$ cat src/rtl/pipe_stage_skid_if.sv
// ---------------------------------------------------------------------------
// pipe_stage_skid_if
// Purpose : valid/ready/data handshake bundle used on both sides of a
//           pipeline stage register. One instance carries the upstream
//           (producer -> stage) link, another the downstream
//           (stage -> consumer) link.
// Signals : valid  producer has a live payload on data
//           ready  consumer can take the payload this cycle
//           data   payload, PWL bits wide
// Modports: master  producer side (drives valid/data, samples ready)
//           slave   consumer side (samples valid/data, drives ready)
// ---------------------------------------------------------------------------
interface pipe_stage_skid_if #(
    parameter int PWL = 128
);
    logic           valid;
    logic           ready;
    logic [PWL-1:0] data;

    modport master (
        output valid,
        output data,
        input  ready
    );

    modport slave (
        input  valid,
        input  data,
        output ready
    );
endinterface

$ cat src/rtl/pipe_stage_skid.sv
// ---------------------------------------------------------------------------
// pipe_stage_skid
// Purpose : pipeline-stage register with a valid/ready handshake and a
//           2-entry skid buffer, a synchronous flush and a saturating stall
//           counter. Both ready towards upstream and the downstream
//           valid/data are driven straight from flops, so no combinational
//           path crosses the stage in either direction.
// Parameters:
//   PWL    payload width (control + data fields of one stage)
//   CNT_W  width of the saturating stall counter
// Ports   :
//   i_clk        clock, all state on the rising edge
//   i_clr_n      asynchronous active-low reset
//   i_flush      synchronous flush, drops every held entry
//   s_in         upstream link (slave): valid/data in, ready out
//   m_out        downstream link (master): valid/data out, ready in
//   o_occ        number of held entries (0, 1 or 2)
//   o_stall_cnt  cycles with downstream valid high and ready low, saturating
// ---------------------------------------------------------------------------
module pipe_stage_skid #(
    parameter int PWL   = 128,
    parameter int CNT_W = 16
) (
    input  logic             i_clk,
    input  logic             i_clr_n,
    input  logic             i_flush,
    pipe_stage_skid_if.slave  s_in,
    pipe_stage_skid_if.master m_out,
    output logic [1:0]       o_occ,
    output logic [CNT_W-1:0] o_stall_cnt
);

    // The state encoding doubles as the occupancy count.
    typedef enum logic [1:0] {
        EMPTY = 2'd0,
        ONE   = 2'd1,
        FULL  = 2'd2
    } state_t;

    localparam logic [CNT_W-1:0] CNT_ONE = {{(CNT_W-1){1'b0}}, 1'b1};
    localparam logic [CNT_W-1:0] CNT_MAX = {CNT_W{1'b1}};

    state_t           r_state;
    state_t           w_nextState;
    logic [PWL-1:0]   r_main;
    logic [PWL-1:0]   r_skid;
    logic [PWL-1:0]   w_mainNext;
    logic [PWL-1:0]   w_skidNext;
    logic             r_inReady;
    logic             r_outValid;
    logic [CNT_W-1:0] r_stallCnt;
    logic             w_inFire;
    logic             w_outFire;
    logic             w_stall;

    assign w_inFire  = s_in.valid & r_inReady;
    assign w_outFire = r_outValid & m_out.ready;
    assign w_stall   = r_outValid & ~m_out.ready;

    assign s_in.ready   = r_inReady;
    assign m_out.valid  = r_outValid;
    assign m_out.data   = r_main;
    assign o_occ        = r_state;
    assign o_stall_cnt  = r_stallCnt;

    // Next-state and next-storage decode. Flush wins over any handshake
    // in the same cycle, so a payload that looked accepted is discarded.
    // In FULL the registered ready is low, so no in_fire is possible there.
    always_comb begin
        w_nextState = r_state;
        w_mainNext  = r_main;
        w_skidNext  = r_skid;

        if (i_flush) begin
            w_nextState = EMPTY;
            w_mainNext  = '0;
            w_skidNext  = '0;
        end else begin
            case (r_state)
                EMPTY: begin
                    if (w_inFire) begin
                        w_nextState = ONE;
                        w_mainNext  = s_in.data;
                    end
                end
                ONE: begin
                    if (w_inFire && w_outFire) begin
                        w_nextState = ONE;
                        w_mainNext  = s_in.data;
                    end else if (w_inFire) begin
                        w_nextState = FULL;
                        w_skidNext  = s_in.data;
                    end else if (w_outFire) begin
                        w_nextState = EMPTY;
                    end
                end
                FULL: begin
                    if (w_outFire) begin
                        w_nextState = ONE;
                        w_mainNext  = r_skid;
                        w_skidNext  = '0;
                    end
                end
                default: begin
                    w_nextState = EMPTY;
                    w_mainNext  = '0;
                    w_skidNext  = '0;
                end
            endcase
        end
    end

    // State, storage and the handshake flags. Ready and valid are computed
    // from the next state so they come straight out of flops next cycle.
    always_ff @(posedge i_clk or negedge i_clr_n) begin
        if (!i_clr_n) begin
            r_state    <= EMPTY;
            r_main     <= '0;
            r_skid     <= '0;
            r_inReady  <= 1'b1;
            r_outValid <= 1'b0;
        end else begin
            r_state    <= w_nextState;
            r_main     <= w_mainNext;
            r_skid     <= w_skidNext;
            r_inReady  <= (w_nextState != FULL);
            r_outValid <= (w_nextState != EMPTY);
        end
    end

    // Stall counter: counts every cycle a live entry is refused downstream,
    // flush cycles included, and is cleared only by reset.
    always_ff @(posedge i_clk or negedge i_clr_n) begin
        if (!i_clr_n) begin
            r_stallCnt <= '0;
        end else if (w_stall && (r_stallCnt != CNT_MAX)) begin
            r_stallCnt <= r_stallCnt + CNT_ONE;
        end
    end

endmodule

$ cat src/flat_wrapper.sv
// flat-port wrapper written by rule: the top's interface ports become plain ports
module pipe_stage_skid_flat 
#(
    parameter int PWL   = 128,
    parameter int CNT_W = 16
)
  (i_clk, i_clr_n, i_flush, o_occ, o_stall_cnt, s_in_valid, s_in_data, s_in_ready, m_out_valid, m_out_data, m_out_ready);
  pipe_stage_skid_if #(.PWL(PWL)) s_in_i ();
  pipe_stage_skid_if #(.PWL(PWL)) m_out_i ();
  input  logic i_clk;
  input  logic i_clr_n;
  input  logic i_flush;
  output logic [1:0] o_occ;
  output logic [CNT_W-1:0] o_stall_cnt;
  input wire logic [$bits(s_in_i.valid)-1:0] s_in_valid;
  input wire logic [$bits(s_in_i.data)-1:0] s_in_data;
  output wire logic [$bits(s_in_i.ready)-1:0] s_in_ready;
  output wire logic [$bits(m_out_i.valid)-1:0] m_out_valid;
  output wire logic [$bits(m_out_i.data)-1:0] m_out_data;
  input wire logic [$bits(m_out_i.ready)-1:0] m_out_ready;
  assign s_in_i.valid = s_in_valid;
  assign s_in_i.data = s_in_data;
  assign s_in_ready = s_in_i.ready;
  assign m_out_valid = m_out_i.valid;
  assign m_out_data = m_out_i.data;
  assign m_out_i.ready = m_out_ready;
  pipe_stage_skid #(.PWL(PWL), .CNT_W(CNT_W)) u_core (.i_clk(i_clk), .i_clr_n(i_clr_n), .i_flush(i_flush), .s_in(s_in_i), .m_out(m_out_i), .o_occ(o_occ), .o_stall_cnt(o_stall_cnt));
endmodule
$ cat config.mk
export PLATFORM = sky130hd
export DESIGN_NAME = pipe_stage_skid_flat
export DESIGN_NICKNAME = d
export VERILOG_FILES = /design/src/rtl/pipe_stage_skid_if.sv /design/src/rtl/pipe_stage_skid.sv /design/src/flat_wrapper.sv
export SDC_FILE = /design/constraint.sdc
export NUM_CORES = 1
export LEC_CHECK = 0
export BUFFER_PORTS_ARGS = -buffer_cell sky130_fd_sc_hd__buf_2
export CORE_MARGIN = 1
export CORE_UTILIZATION = 45
export DETAILED_ROUTE_END_ITERATION = 16
export GPL_TIMING_DRIVEN = 0
export PLACE_DENSITY = 0.68
export SLEW_MARGIN = 25
export SYNTH_ARGS = -nofsm -noshare
export SYNTH_HDL_FRONTEND = slang
export SYNTH_SLANG_ARGS = --single-unit
$ cat constraint.sdc
create_clock -name i_clk -period 2.9 [get_ports i_clk]
set_clock_uncertainty 0.05 [all_clocks]
set_input_delay 0.29 -clock i_clk [delete_from_list [all_inputs] [get_ports i_clk]]
set_output_delay 0.29 -clock i_clk [all_outputs]
set_load 0.005 [all_outputs]
==> out/metrics.yaml, run 1 <==
power_density_nw_per_um2: 623.0
drv_slew: 0
grt_max_degree: 92
fp.dieArea_sq_um: 30080
hold_ws_ns: 0.03330
initial_core_util: 0.4595
fp.coreArea_sq_um: 28780
ant_nets: 0
wire_per_inst_um: 17.03
synth_most_common_cell: "dfrtp_1"
antenna_found_initial: 5
insertion_delay_ns: 0.55
crit_path_start_kind: "register"
drive_gt1_frac: 0.2133
rows: 62
grt_setup_unrepaired: "false"
boundaryPins: 281
routed_wl_um: 37730
grt_pass1_vias: 11400
regToRegSetupSlack_ns: 0.43
nFillCells: 2450
worstPathRequired_ns: 3.29
final.setup.tns_ns: 0
syn_area_per_cell_sq_um: 9.702
seq_area_frac_synth: 0.5224
dieHeight_um: 173.4
clockBufferDepth: 3
finalCritPeriodShare: 0.8501
finalHoldViolCount: 0
ir_drop_mv: 0.4477
ys_async_sr_fraction: 1.000
crit_type: "reg2reg"
yosysUniqueCellTypes: 37
syn_to_final_growth_pct: 32.37
vias: 11460
arrival_ns: 2.85
p_total_w: 0.01091
worst_slew_pin_slew_ns: 0.9262
clkTransAtPathRegs_ns: 0.06
io_buffer_count: 279
hp-class: "in2reg"
finalCriticalPeriod_ns: 2.465
synth_seq_cells: 276
syn-instance-count: 1363
grt_pass1_wl_um: 60410
root_buffer: "clkbuf_16"
grt.total_usage: 0.2490
yosysTopAreaCellShare: 0.5204
regArea_sq_um: 6908
gp_congestion: 0.8402
overflow: 0
die_w_um: 173.4
ctsResizeCount: 0
dp_hpwl_um: 25500
cts_made_buffers: 29
status: "finished, final reports clean"
worst_setup_path_end_kind: "register"
maxCapViolCount: 0
nets: 1939
drt_iter0_drc: 640
first_pass_iters: 5
yosys-top-cells-count: "dfrtp_1, a21oi_1, nand2_1"
multi_input_area_sq_um: 5298
synth_ff_type: "dfrtp_1"
setup_violations: 0
yosysTopAreaCell: "dfrtp_1"
fmax_ghz: 0.4056
synth-edff-count: 0
cts.htree.levels: 1
slew_headroom: 0.3826
utilization: 0.6082
cts_tree: "done"
synthesis.area_sq_um: 13220
yosys-top-cells-area: "dfrtp_1, a21oi_1, mux2i_1, a211oi_1, nor2b_1"
power_leakage_nw: 8.452
synth_warnings: 0
cts.sinks: 276
via_per_inst: 5.170
post-route-drc-count: 0
crit_fanout: 10
synth_nets: 1497
worst max-delay path: stages (launching register included):
cell	delay, ns
dfrtp_1	0.44
a21boi_2	0.21
o21bai_1	0.19
clkbuf_1	0.72
buf_2	0.36
a21oi_1	0.10
a211oi_1	0.27
report_power, final:
group	total (W)	internal (W)	switching [W]
combinational	0.00238	0.00104	0.00134
sequential	0.00457	0.00429	0.000282
clock	0.00396	0.00242	0.00154
total	0.0109	0.00775	0.00316
cells by family (layout without fill, tap and decap cells):
kind of cell               after synthesis  in the layout  synth area share
adders and majority gates                1              1         0.0009460
DFF                                    276            276            0.5224
AOI/OAI and AO/OA                      394            394            0.1753
buffers and inverters                  247            712           0.07702
xor gates and xnor gates                15             15          0.009935
other                                    0              4                 0
muxes                                  129            129           0.09774
and+or+nand+nor                        301            301            0.1167
cell usage in the layout, fill, tap and decap left out, drive strengths merged, types with 3 or more instances in the layout:
cell	synthesis	routed
inv	130	131
nor2b	129	129
dlygate4sd3	0	129
diode	0	4
nor4	7	7
xor2	12	12
buf	67	349
o21bai	3	3
xnor2	3	3
a21oi	259	259
bufinv	0	5
dfrtp	275	275
nand3	5	5
nand2	135	135
clkinv	0	3
nand4	5	5
nor2	5	5
clkbuf	50	95
a211oi	128	128
mux2i	128	128
sequential cells by signal, summed over array words and instances, names as in the netlist:
register            flops
u_core.m_out.data     128
u_core.r_skid         128
u_core.o_stall_cnt     16
u_core.o_occ            2
u_core.m_out.valid      1
u_core.s_in.ready       1
final timing paths:
kind / end / depth (start not counted) / start
min in group asynchronous: u_core.r_skid[62] / 2 / i_clr_n
hold / removal: u_core.s_in.ready / 2 / m_out_ready
hold reg to reg: u_core.o_stall_cnt[15] / 1 / u_core.o_stall_cnt[15]
setup reg to reg: u_core.m_out.data[48] / 6 / u_core.o_occ[0]
setup / recovery: u_core.m_out.data[48] / 6 / u_core.o_occ[0]
max in group asynchronous: u_core.s_in.ready / 3 / i_clr_n
routing by layer:
layer	up-vias	track usage	share of wire
met3	85	0.04079	0.055
met2	343	0.4031	0.47
met1	5511	0.3399	0.44
met4	2	0.08444	0.035
li1	5515	-	-
met5	-	0	0.00034
cell type report:
class	instances	area share
diodes	4	0.0005718
plain buffers	117	0.03031
clock buffers	45	0.04775
clock inverters	9	0.009936
inverters	130	0.02788
multi-input cells	840	0.3026
flip-flops and latches	276	0.3946
well taps	384	0.02745
repair buffers	411	0.1588
timing repair:
item | 4_1_cts | 5_1_grt
hold buffers | 129 | 0
setup buffers | 0 | 0
endpoints found under the hold margin | 233 | 0
endpoints found under the setup margin | 0 | 0
through the flow:
stage | setup slack (ns) | cells | cell area [sq um]
6_report | 0.4347 | 2216 | 17500
5_1_grt | 0.2852 | 2214 | 17500
4_1_cts | 0.4522 | 2212 | 17490
3_5_place_dp | 0.4419 | 2029 | 15190
3_3_place_gp | -3.778 | 2026 | 15100
2_1_floorplan | 1.173 | 1363 | 13220
No activity file was read; power rests on OpenSTA's default activity.
==> run 2: changes to the inputs <==
==> constraint.sdc (replaced) <==
create_clock -name i_clk -period 2.75 [get_ports i_clk]
set_clock_uncertainty 0.05 [all_clocks]
set_input_delay 0.275 -clock i_clk [delete_from_list [all_inputs] [get_ports i_clk]]
set_output_delay 0.275 -clock i_clk [all_outputs]
set_load 0.005 [all_outputs]
==> out/metrics.yaml, run 2 (synthesized netlist as in run 1, its figures left out) <==
slowest_delay_ns: 0.74  # was 0.72 ns
arrival_ns: 2.88  # was 2.85 ns
status: "finished, final reports clean"  # unchanged
finalHoldViolCount: 0  # unchanged
vias: 11530  # was 11460
dpl_cell_area_sq_um: 15190  # unchanged
io_buffer_count: 279  # unchanged
regToRegSetupSlack_ns: 0.26  # was 0.43 ns
root_buffer: "clkbuf_16"  # unchanged
met2_usage: 0.4038  # was 0.4031
cts_tree: "done"  # unchanged
r2r_end: "u_core.m_out.data[48]"  # unchanged
drv_slew: 0  # unchanged
grt_pass1_vias: 11410  # was 11400
crit_path_start_kind: "register"  # unchanged
worstPathRequired_ns: 3.14  # was 3.29 ns
met1_usage: 0.3404  # was 0.3399
worstPathCellList: "a21boi_2 > o21bai_1 > clkbuf_1 > buf_2 > a21oi_1 > a211oi_1"  # unchanged
overflow: 0  # unchanged
fp.dieArea_sq_um: 30080  # unchanged
crit_type: "reg2reg"  # unchanged
power_density_nw_per_um2: 657.2  # was 623.0 nW/um^2
grtUsageMet3: 0.04013  # was 0.04079
insertion_delay_ns: 0.55  # about the same
final.setup.tns_ns: 0  # unchanged
busiest_layer: "met2"  # unchanged
gp_congestion: 0.8402  # unchanged
clkTransAtPathRegs_ns: 0.06  # about the same
utilization: 0.6085  # was 0.6082
nFillCells: 2450  # unchanged
worst_setup_path_end_kind: "register"  # unchanged
finalCritPeriodShare: 0.9065  # was 0.8501
finalWorstSetupSlack_ns: 0.2570  # was 0.4347 ns
boundaryPins: 281  # unchanged
ctsResizeCount: 0  # unchanged
maxCapViolCount: 0  # unchanged
post-route-drc-count: 0  # unchanged
power_leakage_nw: 8.456  # was 8.452 nW
wire_per_inst_um: 17.08  # was 17.03 um
die_w_um: 173.4  # unchanged
setup_violations: 0  # unchanged
r2r_cells: 6  # unchanged
slowest_stage: "clkbuf_1"  # unchanged
initial_core_util: 0.4595  # unchanged
dieHeight_um: 173.4  # unchanged
cts.sinks: 276  # unchanged
final_common_cell: "buf_2"  # unchanged
finalCriticalPeriod_ns: 2.493  # was 2.465 ns
hp-class: "in2async"  # was in2reg
crit_fanout: 10  # unchanged
cts_made_buffers: 29  # unchanged
ir_drop_mv: 0.4715  # was 0.4477 mV
antenna_found_initial: 4  # was 5
drt_iter0_drc: 641  # was 640
grt_max_degree: 92  # unchanged
grt_setup_unrepaired: "false"  # unchanged
ant_nets: 0  # unchanged
syn_to_final_growth_pct: 32.43  # was 32.37%
routed_wl_um: 37850  # was 37730 um
hold_ws_ns: 0.1577  # was 0.03330 ns
final_area_sq_um: 17510  # was 17500 sq um
drive_gt1_frac: 0.2132  # was 0.2133
grt_pass1_wl_um: 60460  # was 60410 um
worst_slew_pin_slew_ns: 0.9564  # was 0.9262 ns
pre_cts_ws_ns: 0.2919  # was 0.4419 ns
rr_startpoint: "u_core.o_occ[0]"  # unchanged
via_per_inst: 5.204  # was 5.170
dp_hpwl_um: 25500  # unchanged
first_pass_iters: 4  # was 5
cts.htree.levels: 1  # unchanged
grt.total_usage: 0.2492  # was 0.2490
fmax_ghz: 0.4011  # was 0.4056 GHz
fp.coreArea_sq_um: 28780  # unchanged
clockBufferDepth: 3  # unchanged
rows: 62  # unchanged
slew_headroom: 0.3624  # was 0.3826
nets: 1940  # was 1939
most-common-layout-cells: "buf_2, dfrtp_1, a21oi_1"  # unchanged
==> run 2: timing repair <==
action                     in CTS  in global routing
hold buffers                  130                  0
buffers inserted                0                  0
hold endpoints to repair      257                  0
setup endpoints to repair       0                  0
==> run 2: critical path: cells and delay by family (launching register included) <==
kind	cells	cell delay (ns)
buf+inv	2	1.11
flops	1	0.45
compound gates	4	0.77
==> run 2: layout make-up <==
| cell class | instances | area, sq um | share of cell area |
|---|---|---|---|
| sequential | 276 | 6908 | 0.3945 |
| multi-input combinational | 840 | 5298 | 0.3025 |
| clock inverter | 9 | 173.9 | 0.009931 |
| tap | 384 | 480.5 | 0.02744 |
| antenna | 3 | 7.507 | 0.0004287 |
| timing repair buffer | 412 | 2790 | 0.1593 |
| clock buffer | 45 | 835.8 | 0.04773 |
| buffer | 117 | 530.5 | 0.03029 |
| inverter | 130 | 488.0 | 0.02787 |
==> run 2: worst max path at each step <==
stage	start	end	slack (ns)	depth (start not counted)
floorplan	u_core.s_in.ready	u_core.r_skid[59]	1.02	6
global placement	i_clr_n	u_core.r_skid[15]	-3.91	1
detailed placement	u_core.o_occ[0]	u_core.m_out.data[62]	0.29	6
CTS	u_core.o_occ[0]	u_core.m_out.data[22]	0.30	6
global route	u_core.o_occ[0]	u_core.m_out.data[19]	0.14	6
finish	u_core.o_occ[0]	u_core.m_out.data[48]	0.26	6
==> run 2: report_power, final <==
group          leakage [nW]  internal [W]  switching (W)
Clock                 0.493       0.00255        0.00162
Combinational          4.27       0.00110        0.00141
Sequential             3.70       0.00452       0.000299
==> run 2: metal layers <==
layer / vias to the layer above / wire length, um / part of all wire
li1: 5517 / - / -
met5: - / 13 / 0.00034
met1: 5582 / 16540 / 0.44
met3: 85 / 2028 / 0.054
met4: 2 / 1323 / 0.035
met2: 345 / 17950 / 0.47
==> run 2: through the flow <==
step / instances / total power, W
2_1_floorplan: 1363 / 0.006216
3_3_place_gp: 2026 / 0.007166
3_5_place_dp: 2029 / 0.007240
4_1_cts: 2213 / 0.01160
5_1_grt: 2215 / 0.01206
6_report: 2216 / 0.01151
==> run 3: changes to the inputs <==
--- a/config.mk
+++ b/config.mk
@@ -6,11 +6,13 @@
 export NUM_CORES = 1
 export LEC_CHECK = 0
 export BUFFER_PORTS_ARGS = -buffer_cell sky130_fd_sc_hd__buf_2
+export CORE_ASPECT_RATIO = 0.75
 export CORE_MARGIN = 1
 export CORE_UTILIZATION = 45
 export DETAILED_ROUTE_END_ITERATION = 16
 export GPL_TIMING_DRIVEN = 0
 export PLACE_DENSITY = 0.68
+export REMOVE_ABC_BUFFERS = 1
 export SLEW_MARGIN = 25
 export SYNTH_ARGS = -nofsm -noshare
 export SYNTH_HDL_FRONTEND = slang
==> out/metrics.yaml, run 3 (synthesized netlist as in run 1, its figures left out) <==
overflow: 0  # unchanged
finalHoldViolCount: 0  # unchanged
cts_made_buffers: 29  # unchanged
maxCapViolCount: 0  # unchanged
r2r_end: "u_core.r_skid[103]"  # was u_core.m_out.data[48]
multi_input_area_sq_um: 5379  # was 5298 sq um
grt_max_degree: 95  # was 92
nets: 1873  # was 1940
rows: 53  # was 62
ant_nets: 0  # unchanged
cts_tree: "done"  # unchanged
final.setup.tns_ns: 0  # unchanged
hp-class: "in2reg"  # was in2async
dpl_cell_area_sq_um: 15610  # was 15190 sq um
power_density_nw_per_um2: 635.3  # was 657.2 nW/um^2
ir_drop_mv: 0.4711  # was 0.4715 mV
grt_pass1_vias: 11840  # was 11410
antenna_cells: 0  # was 3
drive_gt1_frac: 0.2206  # was 0.2132
slew_headroom: 0.6043  # was 0.3624
syn_to_final_growth_pct: 35.27  # was 32.43%
crit_path_end: "u_core.r_skid[103]"  # was u_core.m_out.data[48]
root_buffer: "clkbuf_16"  # unchanged
finalCritPeriodShare: 0.9347  # was 0.9065
antenna_found_initial: 0  # was 4
crit_type: "reg2reg"  # unchanged
first_pass_iters: 5  # was 4
arrival_ns: 2.99  # was 2.88 ns
crit_start: "u_core.o_occ[1]"  # was u_core.o_occ[0]
regToRegSetupSlack_ns: 0.18  # was 0.26 ns
cts.sinks: 276  # unchanged
grt.total_usage: 0.2588  # was 0.2492
post-route-drc-count: 0  # unchanged
power_leakage_nw: 8.561  # was 8.456 nW
via_per_inst: 5.281  # was 5.204
routed_wl_um: 39110  # was 37850 um
dp_hpwl_um: 23840  # was 25500 um
drt_iter0_drc: 608  # was 641
insertion_delay_ns: 0.56  # was 0.55 ns
clockBufferDepth: 3  # unchanged
final_common_cell: "buf_2"  # unchanged
min_path_cells: 2
status: "finished, final reports clean"  # unchanged
fmax_ghz: 0.3890  # was 0.4011 GHz
r2r_cells: 8  # was 6
pre_cts_ws_ns: -0.6231  # was 0.2919 ns
grt_pass1_wl_um: 62120  # was 60460 um
finalCriticalPeriod_ns: 2.571  # was 2.493 ns
fp.coreArea_sq_um: 28450  # was 28780 sq um
vias: 11320  # was 11530
worst_setup_path_end_kind: "register"  # unchanged
setup_violations: 0  # unchanged
io_buffer_count: 280  # was 279
clkTransAtPathRegs_ns: 0.06  # about the same
final_area_sq_um: 17890  # was 17510 sq um
crit_path_start_kind: "register"  # unchanged
utilization: 0.6288  # was 0.6085
most-common-layout-cells: "buf_2, dfrtp_1, a21oi_1"  # unchanged
initial_core_util: 0.4648  # was 0.4595
rr_startpoint: "u_core.o_occ[1]"  # was u_core.o_occ[0]
worst_slew_pin_slew_ns: 0.5936  # was 0.9564 ns
die_w_um: 199.9  # was 173.4 um
drv_slew: 0  # unchanged
boundaryPins: 281  # unchanged
dieHeight_um: 150.5  # was 173.4 um
wire_per_inst_um: 18.24  # was 17.08 um
crit_fanout: 14  # was 10
grt_setup_unrepaired: "false"  # unchanged
fp.dieArea_sq_um: 30080  # about the same
gp_congestion: 0.7893  # was 0.8402
regArea_sq_um: 6912  # was 6908 sq um
worstPathRequired_ns: 3.17  # was 3.14 ns
finalWorstSetupSlack_ns: 0.1795  # was 0.2570 ns
cts.htree.levels: 1  # unchanged
nFillCells: 2312  # was 2450
-- run 3: cell types whose count changed in the layout (fill, tap and decap cells not counted), sizes merged --
cell	change
and2	+2
buf	-19
bufbuf	+1
bufinv	-5
clkbuf	-49
clkinv	+1
diode	-3
dlygate4sd3	-1
-- run 3: power breakdown --
group	switching, W	internal (W)
Clock	0.00162	0.00212
Combinational	0.00149	0.00131
Sequential	0.000295	0.00453
Total	0.00341	0.00796
-- run 3: layout make-up --
cell class	count	area share
flip-flops and latches	276	0.3864
multi-input cells	842	0.3007
repair buffers	460	0.2091
clock buffers	46	0.04805
inverters	130	0.02728
well taps	385	0.02693
clock inverters	5	0.001609
-- run 3: worst min path at each step --
stage	start	end	slack, ns
2_1_floorplan	i_clr_n	u_core.m_out.data[0]	-0.07
3_3_place_gp	u_core.o_stall_cnt[6]	u_core.o_stall_cnt[6]	0.43
3_5_place_dp	i_clr_n	u_core.m_out.data[72]	0.09
4_1_cts	m_out_ready	u_core.s_in.ready	0.004
5_1_grt	m_out_ready	u_core.s_in.ready	0.02
6_report	m_out_ready	u_core.s_in.ready	0.03
-- run 3: through the flow --
step           std cells  hold WS (ns)  total power, W
6_report            2144       0.03402         0.01137
5_1_grt             2144       0.02492         0.01193
4_1_cts             2141      0.004127         0.01143
3_5_place_dp        1957       0.08907        0.007464
3_3_place_gp        1911        0.4314        0.007545
2_1_floorplan       1246      -0.07059        0.006338
-- run 3: worst max-delay path: stages (launching register included) --
cell and delay (ns):
dfrtp_4 0.61, nor3b_4 0.52, buf_4 0.29, buf_4 0.21, buf_4 0.19, buf_4 0.19, buf_4 0.18, nand2_1 0.09
mux2i_1 0.13
-- run 3: timing repair --
item	CTS	global route
endpoints found under the setup margin	136	39
setup buffers	1	3
endpoints found under the hold margin	237	0
hold buffers	129	0
resized for setup	2	0
pin swaps	1	2
gates cloned	3	0
-- run 3: routing by layer --
layer  vias up  share of wire  GRT usage
met2       302           0.47     0.4306
met3        52          0.066    0.05981
met1      5588           0.44     0.3414
li1       5381              -          -
met5         -              0          0
met4         0          0.018    0.06336
